[config.mk]
export PLATFORM = sky130hd
export DESIGN_NAME = piso_serializer
export DESIGN_NICKNAME = d
export VERILOG_FILES = /design/src/rtl/piso_pkg.sv /design/src/rtl/piso_shift_core.sv /design/src/rtl/piso_serializer.sv
export SDC_FILE = /design/constraint.sdc
export NUM_CORES = 1
export LEC_CHECK = 0
export CAP_MARGIN = 20
export CORE_ASPECT_RATIO = 0.8
export CORE_MARGIN = 3
export CORE_UTILIZATION = 65
export CTS_CLUSTER_DIAMETER = 100
export DETAILED_ROUTE_END_ITERATION = 8
export DONT_BUFFER_PORTS = 1
export GPL_TIMING_DRIVEN = 0
export PLACE_DENSITY = 0.78
export SYNTH_ARGS = -nofsm -noshare
export SYNTH_HDL_FRONTEND = slang
export SYNTH_SLANG_ARGS = --single-unit
[constraint.sdc]
create_clock -name clk -period 4.5 [get_ports clk]
set_clock_uncertainty 0.2 [all_clocks]
set_input_delay 0.675 -clock clk [delete_from_list [all_inputs] [get_ports clk]]
set_output_delay 0.675 -clock clk [all_outputs]
set_load 0.02 [all_outputs]
[src/rtl/piso_pkg.sv]
// Shared types and helpers for the parallel-in/serial-out serializer.
package piso_pkg;

    typedef enum logic {
        StIdle  = 1'b0,
        StShift = 1'b1
    } state_e;

    localparam logic ORDER_MSB = 1'b1;
    localparam logic ORDER_LSB = 1'b0;

    function automatic int unsigned cnt_w(input int unsigned width);
        return $clog2(width);
    endfunction

endpackage

[src/rtl/piso_shift_core.sv]
// Loadable bidirectional shift register with bit counter and last-bit detect.
// The presented bit is held in its own flop so the serial output is registered.
module piso_shift_core
    import piso_pkg::*;
#(
    parameter int unsigned WIDTH = 8
) (
    input  logic             clk,
    input  logic             rst,
    input  logic             load_i,
    input  logic [WIDTH-1:0] load_data_i,
    input  logic             load_order_i,
    input  logic             shift_i,
    input  logic             clear_i,
    output logic             bit_o,
    output logic             last_o
);

    localparam int unsigned CntW = cnt_w(WIDTH);

    logic [WIDTH-1:0] sr_q, sr_d, src;
    logic             order_q, order_d, ord;
    logic [CntW-1:0]  cnt_q, cnt_d;
    logic             bit_q, bit_d;
    logic             last_q, last_d;

    always_comb begin
        src     = load_i ? load_data_i : sr_q;
        ord     = load_i ? load_order_i : order_q;
        sr_d    = sr_q;
        order_d = order_q;
        cnt_d   = cnt_q;
        bit_d   = bit_q;
        last_d  = last_q;
        // A load presents the first bit at once; the register keeps the remainder.
        if (load_i || (shift_i && !clear_i)) begin
            order_d = ord;
            bit_d   = (ord == ORDER_MSB) ? src[WIDTH-1] : src[0];
            sr_d    = (ord == ORDER_MSB) ? (src << 1) : (src >> 1);
            cnt_d   = load_i ? '0 : cnt_q + 1'b1;
            last_d  = !load_i && (cnt_q == CntW'(WIDTH - 2));
        end else if (clear_i) begin
            sr_d    = '0;
            order_d = ORDER_LSB;
            cnt_d   = '0;
            bit_d   = 1'b0;
            last_d  = 1'b0;
        end
    end

    always_ff @(posedge clk) begin
        if (rst) begin
            sr_q    <= '0;
            order_q <= ORDER_LSB;
            cnt_q   <= '0;
            bit_q   <= 1'b0;
            last_q  <= 1'b0;
        end else begin
            sr_q    <= sr_d;
            order_q <= order_d;
            cnt_q   <= cnt_d;
            bit_q   <= bit_d;
            last_q  <= last_d;
        end
    end

    assign bit_o  = bit_q;
    assign last_o = last_q;

endmodule

[src/rtl/piso_serializer.sv]
// Valid/ready word serializer: handshake, one-word holding buffer and control FSM
// around piso_shift_core. Back-to-back words stream with no idle cycle.
module piso_serializer
    import piso_pkg::*;
#(
    parameter int unsigned WIDTH = 8
) (
    input  logic             clk,
    input  logic             rst,
    input  logic [WIDTH-1:0] pi,
    input  logic             pi_valid,
    output logic             pi_ready,
    input  logic             msb_first,
    output logic             so,
    output logic             so_valid,
    output logic             so_last,
    output logic             busy
);

    state_e           state_q, state_d;
    logic             so_valid_q;
    logic [WIDTH-1:0] hold_data_q, hold_data_d;
    logic             hold_order_q, hold_order_d;
    logic             hold_valid_q, hold_valid_d;

    logic             accept;
    logic             core_load, core_from_hold, core_shift, core_clear, core_last;
    logic [WIDTH-1:0] core_data;
    logic             core_order;

    assign pi_ready = !hold_valid_q && !rst;
    assign accept   = pi_valid && pi_ready;

    always_comb begin
        state_d        = state_q;
        hold_data_d    = hold_data_q;
        hold_order_d   = hold_order_q;
        hold_valid_d   = hold_valid_q;
        core_load      = 1'b0;
        core_from_hold = 1'b0;
        core_shift     = 1'b0;
        core_clear     = 1'b0;
        unique case (state_q)
            StIdle: begin
                if (accept) begin
                    core_load = 1'b1;
                    state_d   = StShift;
                end
            end
            StShift: begin
                if (core_last) begin
                    // Buffered word wins; otherwise a same-edge accept bypasses the buffer.
                    if (hold_valid_q) begin
                        core_load      = 1'b1;
                        core_from_hold = 1'b1;
                        hold_valid_d   = 1'b0;
                    end else if (accept) begin
                        core_load = 1'b1;
                    end else begin
                        core_clear = 1'b1;
                        state_d    = StIdle;
                    end
                end else begin
                    core_shift = 1'b1;
                    if (accept) begin
                        hold_data_d  = pi;
                        hold_order_d = msb_first;
                        hold_valid_d = 1'b1;
                    end
                end
            end
            default: state_d = StIdle;
        endcase
    end

    assign core_data  = core_from_hold ? hold_data_q : pi;
    assign core_order = core_from_hold ? hold_order_q : msb_first;

    always_ff @(posedge clk) begin
        if (rst) begin
            state_q      <= StIdle;
            so_valid_q   <= 1'b0;
            hold_data_q  <= '0;
            hold_order_q <= ORDER_LSB;
            hold_valid_q <= 1'b0;
        end else begin
            state_q      <= state_d;
            so_valid_q   <= (state_d == StShift);
            hold_data_q  <= hold_data_d;
            hold_order_q <= hold_order_d;
            hold_valid_q <= hold_valid_d;
        end
    end

    piso_shift_core #(
        .WIDTH(WIDTH)
    ) u_core (
        .clk         (clk),
        .rst         (rst),
        .load_i      (core_load),
        .load_data_i (core_data),
        .load_order_i(core_order),
        .shift_i     (core_shift),
        .clear_i     (core_clear),
        .bit_o       (so),
        .last_o      (core_last)
    );

    assign so_valid = so_valid_q;
    assign so_last  = core_last;
    assign busy     = (state_q == StShift) || hold_valid_q;

endmodule

Yosys cells after proc, flatten, opt, wreduce, memory -nomap -nowiden
Cells that the tools add are included.
W data, S select, Z words.
{ "word_totals": {"ff_bits": 25, "inputBits": 12, "out_inout_bits": 5, "word_cells": 59} }
{ "op_classes": {"n_addsub": 1, "eq_ne": 1, "mux": 32, "n_bitwise": 2, "n_reduce_logical": 14} }
{ "ops": {"columns": ["operator", "n"], "rows": [
  ["$mux W8", 5],
  ["$mux W1", 22],
  ["$mux W3", 3],
  ["$logic_and A1 B1 Y1", 4],
  ["$logic_not A1 Y1", 4],
  ["$pmux W1 S2", 2],
  ["$reduce_bool A2 Y1", 2],
  ["$add A3 B1 Y3 const B", 1],
  ["$eq A3 B3 Y1 const B", 1],
  ["$reduce_and A3 Y1", 1],
  ["$logic_or A1 B1 Y1", 2],
  ["$not A1 Y1", 2],
  ["$reduce_and A2 Y1", 1]
]} }

Logic depth before layout (Yosys ltp)
Gate-level depths: netlist (run 1).
{ "depth": {"depth_word": 11, "mapped_depth": 7, "ltp_nobuf": 5} }

Cells and area by module
Synthesis (run 1) repeated with hierarchy kept, for this count alone.
{ "unflattened": {"cells_unflattened": 148, "hier_area_um2": 1393.8} }
{ "modules_own_cells": {"columns": ["mod", "instances", "cells_each", "area_each_um2", "seq_area_each_um2"], "rows": [
  ["piso_shift_core", 1, 79, 807.0, 280.3],
  ["piso_serializer", 1, 69, 586.8, 220.2]
]} }

Worst setup path before layout (run 1)
Ideal clock, no wire load.
{ "synth_timing": {"path_kind": "input to output", "startpoint": "input rst", "endpoint": "output pi_ready", "arrival_time_ps": 1375, "t_required_ps": 3625, "path_slack_ps": 2250, "stages": 3, "n_path_buf": 2, "path_cell_list": "clkbuf_1 -> buf_1 -> nor2_1"} }
{ "synth_between": {"elab_chain_cells": 2} }
{ "synth_rtl": {"columns": ["element", "line", "rtl"], "rows": [
  ["start: declaration", "piso_serializer.sv:9", "input logic rst,"],
  ["$logic_not A1 Y1", "piso_serializer.sv:31", "assign pi_ready = !hold_valid_q && !rst;"],
  ["$logic_and A1 B1 Y1", "piso_serializer.sv:31", null],
  ["end: declaration", "piso_serializer.sv:12", "output logic pi_ready,"]
]} }
Every way passes these cells.

Worst setup path in the final report (run 1)
Ends and elaborated chain as after synthesis.

==> results_dict.tcl, run 1 <==
set metrics [dict create \
    status "finished, final reports clean" \
    slew_violations 0 \
    regToRegStartpoint "so_valid$_SDFF_PP0_" \
    area_growth_pct 4.127 \
    synthTopCellsByArea "dfxtp_1 38%, a21oi_1 6.9%, nand2_1 6.0%, nand3_1 5.8%, a222oi_1 5.4%" \
    ys_types 31 \
    drtIter0Drc 104 \
    cp.arrival_ns 1.59 \
    synth_fp_nets 176 \
    place_congestion 0.8384 \
    crit_chain "clkbuf_1 -> buf_1 -> nor2_1" \
    grt_pass1_vias 1108 \
    synth_simple_gate_area_share 0.2390 \
    hold_ws_ns 0.2646 \
    cap_violations 0 \
    worst_pin_slew_ns 0.4772 \
    crit_family "buffers and inverters" \
    period_minus_slack_ns 2.461 \
    rows 13 \
    setup_violations 0 \
    final_common_cell "dfxtp_1" \
    start_util 0.7422 \
    root_buffer "clkbuf_4" \
    cts_post_setup_buffers_inserted 0 \
    wl_per_cell_um 15.61 \
    synth-xor-area-share 0 \
    start_kind "input pin" \
    avgSynthCellArea_sq_um 8.048 \
    cp_slowest_cell "buf_1" \
    final_cell_mix "25 x dfxtp_1, 21 x nand2_1, 18 x a21oi_1" \
    max-vdd-ir-drop_uv 293.2 \
    rsz0062_at_grt "false" \
    die_area_sq_um 2583 \
    max-slew-margin-rel 0.6819 \
    cts_resized 0 \
    port-buffer-count 0 \
    tritoncts "done" \
    synthCells 162 \
    synth_fa_ha_area_frac 0.01919 \
    critPathMaxFanout 10 \
    setup-tns-final_ns 0 \
    die_w_um 56.07 \
    muxShareOfSynthArea 0.04607 \
    ant_nets 0 \
    wl_um 2934 \
    synth_seq_cells 25 \
    path_clk_slew_ns 0.13 \
    end_kind "output port" \
    antennaDiodeCount 0 \
    critical_path_required_ns 3.62 \
    antenna_found_initial 0 \
    grt_remaining_overflow 0 \
    clk_latency_ns 0.31 \
    die_h_um 46.06 \
    p_per_area_nw_per_um2 297.2 \
    startpoint "rst" \
    grt_pass1_wl_um 4995 \
    synth_top_family_by_area "compound AO/OA/AOI/OAI gates" \
    holdCritPathClass "reg2reg" \
    io_pins 17 \
    core_sq_um 1757 \
    hold_viol_final 0 \
    drive_above_1_share 0.07229 \
    synth_top_area_frac 0.3839 \
    syn_area_sq_um 1304 \
    num-nets-final 181 \
    power_leakage_nw 0.4821 \
    worst_path_largest_cell_delay_ns 0.41 \
    synth_compound_area_frac 0.2620 \
    vias 1236 \
    clockBufferDepth 2 \
    crit_buf_inv 2 \
    crit_type "in2out" \
    drc 0 \
    cts_made_buffers 3 \
    fmax_ghz 0.4063 \
    cts_htree_levels 1 \
    dr.pass1.iters 6 \
    yosysTopAreaCell "dfxtp_1" \
    synth_seq_area_share 0.3839 \
    grt_start_max_net_pins 14 \
    fillers 144 \
    postCtsHoldBufs 0 \
    grt_usage 0.2494 \
    ys_warn_count 0 \
    via_per_inst 6.574 \
    min_period_over_period 0.5470 \
    hold_start "hold_data_q[7]$_SDFFE_PP0P_" \
    dp_hpwl_um 2226 \
    clock_sinks 25 \
]
Yosys cell counts:
cell type / instances
a311o_1: 1
and2_1: 2
a31o_2: 1
o21ai_0: 8
o21a_4: 1
nor2b_1: 1
buf_2: 4
inv_1: 1
a32oi_1: 1
nand3b_1: 4
a211o_1: 3
a211oi_1: 1
nor3b_4: 1
buf_6: 1
nand2b_1: 4
o21ai_1: 1
nand3_1: 15
a222oi_1: 7
ha_1: 2
nand4_1: 1
a31oi_1: 1
mux2i_1: 6
o211ai_1: 3
dfxtp_1: 25
nor2_1: 14
a21oi_1: 18
nand2_1: 21
buf_1: 2
or2_2: 1
clkbuf_1: 6
o22ai_1: 5
final cells by class:
cell class / instances / area (sq um) / share of cell area
Inverter: 1 / 3.754 / 0.002765
Multi-Input combinational cell: 123 / 738.2 / 0.5438
Buffer: 13 / 61.31 / 0.04516
Tap cell: 22 / 27.53 / 0.02028
Clock buffer: 4 / 26.28 / 0.01935
Sequential cell: 25 / 500.5 / 0.3687
worst min-delay path, delay by kind of cell (launching register included):
family	cells	cell delay, ns
DFF	1	0.33
and+or+nand+nor	1	0.05
AOI/OAI and AO/OA	1	0.05
where the power goes:
| group | switching [mW] | leakage (nW) | internal [mW] |
|---|---|---|---|
| logic | 0.0410 | 0.264 | 0.0247 |
| clock network | 0.0645 | 0.0150 | 0.0347 |
| registers | 0.00842 | 0.203 | 0.230 |
| total | 0.114 | 0.482 | 0.290 |
layer usage:
metal	track usage	share of wire	vias up
li1	-	-	603
met1	0.3385	0.46	568
met2	0.4033	0.43	61
met3	0.07283	0.10	4
met4	0.04739	0.0072	0
met5	0	0	-
final timing paths:
check | to | depth (start not counted) | slack, ns
setup / recovery | pi_ready | 3 | 2.04
hold / removal | hold_data_q[7]$_SDFFE_PP0P_ | 2 | 0.26
setup reg to reg | u_core.bit_o$_SDFFE_PP0P_ | 7 | 2.43
hold reg to reg | hold_data_q[7]$_SDFFE_PP0P_ | 2 | 0.26
logic make-up after synthesis:
kind of cell / after synthesis
flops: 25
fa+ha+maj: 2
simple gates: 64
buf+inv: 14
mux: 6
compound gates: 51
sequential cells by signal, summed over array words and instances (netlist names):
| register | count |
|---|---|
| hold_data_q | 8 |
| hold_order_q | 1 |
| hold_valid_q | 1 |
| so_valid | 1 |
| u_core.bit_o | 1 |
| u_core.cnt_q | 3 |
| u_core.last_o | 1 |
| u_core.order_q | 1 |
| u_core.sr_q | 8 |
metrics by stage:
stage	power, mW	cells	area (sq um)	setup WS (ns)	utilization
after floorplan	0.2937	162	1304	2.250	-
after global placement	0.3050	184	1331	2.047	0.7578
after detailed placement	0.3080	184	1331	2.036	0.7578
after CTS	0.4007	188	1358	2.037	0.7728
after global routing	0.4207	188	1358	1.964	0.7728
final	0.4035	188	1358	2.039	0.7728
Note: power is estimated with default switching activity, not from simulation.
==> run 2: changes to the inputs <==
--- a/config.mk
+++ b/config.mk
@@ -8,12 +8,12 @@
 export CAP_MARGIN = 20
 export CORE_ASPECT_RATIO = 0.8
 export CORE_MARGIN = 3
-export CORE_UTILIZATION = 65
+export CORE_UTILIZATION = 55
 export CTS_CLUSTER_DIAMETER = 100
 export DETAILED_ROUTE_END_ITERATION = 8
 export DONT_BUFFER_PORTS = 1
 export GPL_TIMING_DRIVEN = 0
-export PLACE_DENSITY = 0.78
+export PLACE_DENSITY = 0.7
 export SYNTH_ARGS = -nofsm -noshare
 export SYNTH_HDL_FRONTEND = slang
 export SYNTH_SLANG_ARGS = --single-unit
==> constraint.sdc (replaced) <==
create_clock -name clk -period 2 [get_ports clk]
set_clock_uncertainty 0.2 [all_clocks]
set_input_delay 0.3 -clock clk [delete_from_list [all_inputs] [get_ports clk]]
set_output_delay 0.3 -clock clk [all_outputs]
set_load 0.02 [all_outputs]
==> results_dict.tcl, run 2 (synthesized netlist as in run 1, its figures left out) <==
set metrics [dict create \
    cts_made_buffers 3 \
    io_pins 17 \
    p_per_area_nw_per_um2 621.0 \
    via_per_inst 6.260 \
    drc 0 \
    dp_hpwl_um 2316 \
    port-buffer-count 0 \
    clockBufferDepth 2 \
    core_sq_um 2196 \
    setup_slack_ns 0.1113 \
    crit_chain "clkbuf_4 -> nand2b_1 -> o21a_4 -> buf_6 -> nor2_1 -> a211o_1 -> o22ai_1" \
    antenna_found_initial 0 \
    area_growth_pct 15.74 \
    clock_sinks 25 \
    dp_slack_ns -0.05225 \
    max-slew-margin-rel 0.6999 \
    final_cell_mix "22 x dfxtp_1, 21 x nand2_1, 18 x a21oi_1" \
    cp.arrival_ns 1.94 \
    clk_latency_ns 0.32 \
    crit_type "reg2reg" \
    hold_viol_final 0 \
    grt_remaining_overflow 0 \
    grt_pass1_vias 1144 \
    grt_pass1_wl_um 5299 \
    grt_usage 0.2321 \
    place_congestion 0.8406 \
    fillers 188 \
    period_minus_slack_ns 1.889 \
    hold_end "so_valid$_SDFF_PP0_" \
    worst_pin_slew_ns 0.4502 \
    wl_um 3265 \
    max-vdd-ir-drop_uv 564.3 \
    critPathMaxFanout 10 \
    die_h_um 49.55 \
    crit_buf_inv 2 \
    cts_htree_levels 1 \
    root_buffer "clkbuf_4" \
    min_delay_path_depth 3 \
    critical_path_required_ns 2.06 \
    placed_cells 187 \
    final_common_cell "dfxtp_1" \
    end_kind "flop" \
    power_leakage_nw 0.5511 \
    multiInputGateArea_sq_um 743.2 \
    regToRegStartpoint "so_valid$_SDFF_PP0_" \
    antennaDiodeCount 0 \
    status "finished, final reports clean" \
    num-nets-final 194 \
    start_kind "flop" \
    seq_area_sq_um 506.7 \
    path_clk_slew_ns 0.14 \
    slew_violations 0 \
    start_util 0.5937 \
    crit_family "compound AO/OA/AOI/OAI gates" \
    rows 15 \
    hold_ws_ns 0.07063 \
    setup_violations 0 \
    die_w_um 60.44 \
    reg2reg_setup_slack_ns 0.11 \
    dr.pass1.iters 4 \
    r2r-end "u_core.sr_q[4]$_SDFFE_PP0P_" \
    holdCritPathClass "in2reg" \
    vias 1277 \
    hold_start "rst" \
    worst_path_largest_cell_delay_ns 0.39 \
    r2r_cells 7 \
    stdcell_count 204 \
    min_period_over_period 0.9443 \
    grt_start_max_net_pins 14 \
    drive_above_1_share 0.1173 \
    fmax_ghz 0.5295 \
    wl_per_cell_um 16.00 \
    drtIter0Drc 128 \
    rsz0062_at_grt "false" \
    cap_violations 0 \
    utilization 0.6872 \
    top_regs "hold_data_q x8, u_core.sr_q x8, u_core.cnt_q x3" \
    ant_nets 0 \
    cp_slowest_cell "dfxtp_4" \
    tritoncts "done" \
    die_area_sq_um 2994 \
]
==> run 2: cell types whose count changed in the layout (fill, tap and decap cells not counted), sizes merged <==
| cell | previous run | this run |
|---|---|---|
| buf | 7 | 10 |
| dlygate4sd3 | 0 | 10 |
==> run 2: timing repair <==
action	4_1_cts	5_1_grt
hold buffers	10	0
gates resized for setup	3	7
setup buffers	0	4
endpoints found under the setup margin	7	10
pin swaps	0	2
endpoints found under the hold margin	10	0
==> run 2: how the worst max path moves through the flow <==
| stage | from | end | slack, ns | cells after the start |
|---|---|---|---|---|
| global placement | so_valid$_SDFF_PP0_ | u_core.sr_q[5]$_SDFFE_PP0P_ | -0.03 | 7 |
| finish | so_valid$_SDFF_PP0_ | u_core.sr_q[4]$_SDFFE_PP0P_ | 0.11 | 7 |
| floorplan | so_valid$_SDFF_PP0_ | u_core.sr_q[5]$_SDFFE_PP0P_ | 0.17 | 7 |
| CTS | so_valid$_SDFF_PP0_ | u_core.sr_q[5]$_SDFFE_PP0P_ | 0.02 | 7 |
| global route | so_valid$_SDFF_PP0_ | hold_data_q[3]$_SDFFE_PP0P_ | 0.0004 | 5 |
| detailed placement | so_valid$_SDFF_PP0_ | u_core.sr_q[6]$_SDFFE_PP0P_ | -0.05 | 7 |
==> run 2: final cells by class <==
cell class	instances	share of cell area
Sequential cell	25	0.3358
Clock buffer	4	0.01741
Inverter	1	0.002488
Multi-Input combinational cell	123	0.4925
Tap cell	25	0.02073
Timing Repair Buffer	14	0.08624
Buffer	12	0.04478
==> run 2: where the power goes <==
group / total (mW) / internal (mW) / switching (mW)
logic: 0.173 / 0.0750 / 0.0978
clock network: 0.226 / 0.0781 / 0.148
registers: 0.538 / 0.518 / 0.0200
==> run 2: worst register-to-register path, stage by stage (launching register included) <==
cell      delay, ns
dfxtp_4        0.39
clkbuf_4       0.18
nand2b_1       0.23
o21a_4         0.21
buf_6          0.14
nor2_1         0.04
a211o_1        0.28
o22ai_1        0.15
==> run 2: metrics by stage <==
step	TNS, ns	cell area [sq um]	total power [mW]
detailed placement	-0.1376	1335	0.6932
finish	0	1509	0.9371
floorplan	0	1304	0.6609
global placement	-0.05435	1335	0.6887
global route	0	1509	0.9840
CTS	0	1465	0.9292
==> run 2: routing by layer <==
metal,GRT usage,part of all wire
met1,0.3339,0.47
met2,0.3471,0.44
met3,0.06283,0.084
met4,0.04693,0.0070
met5,0,0
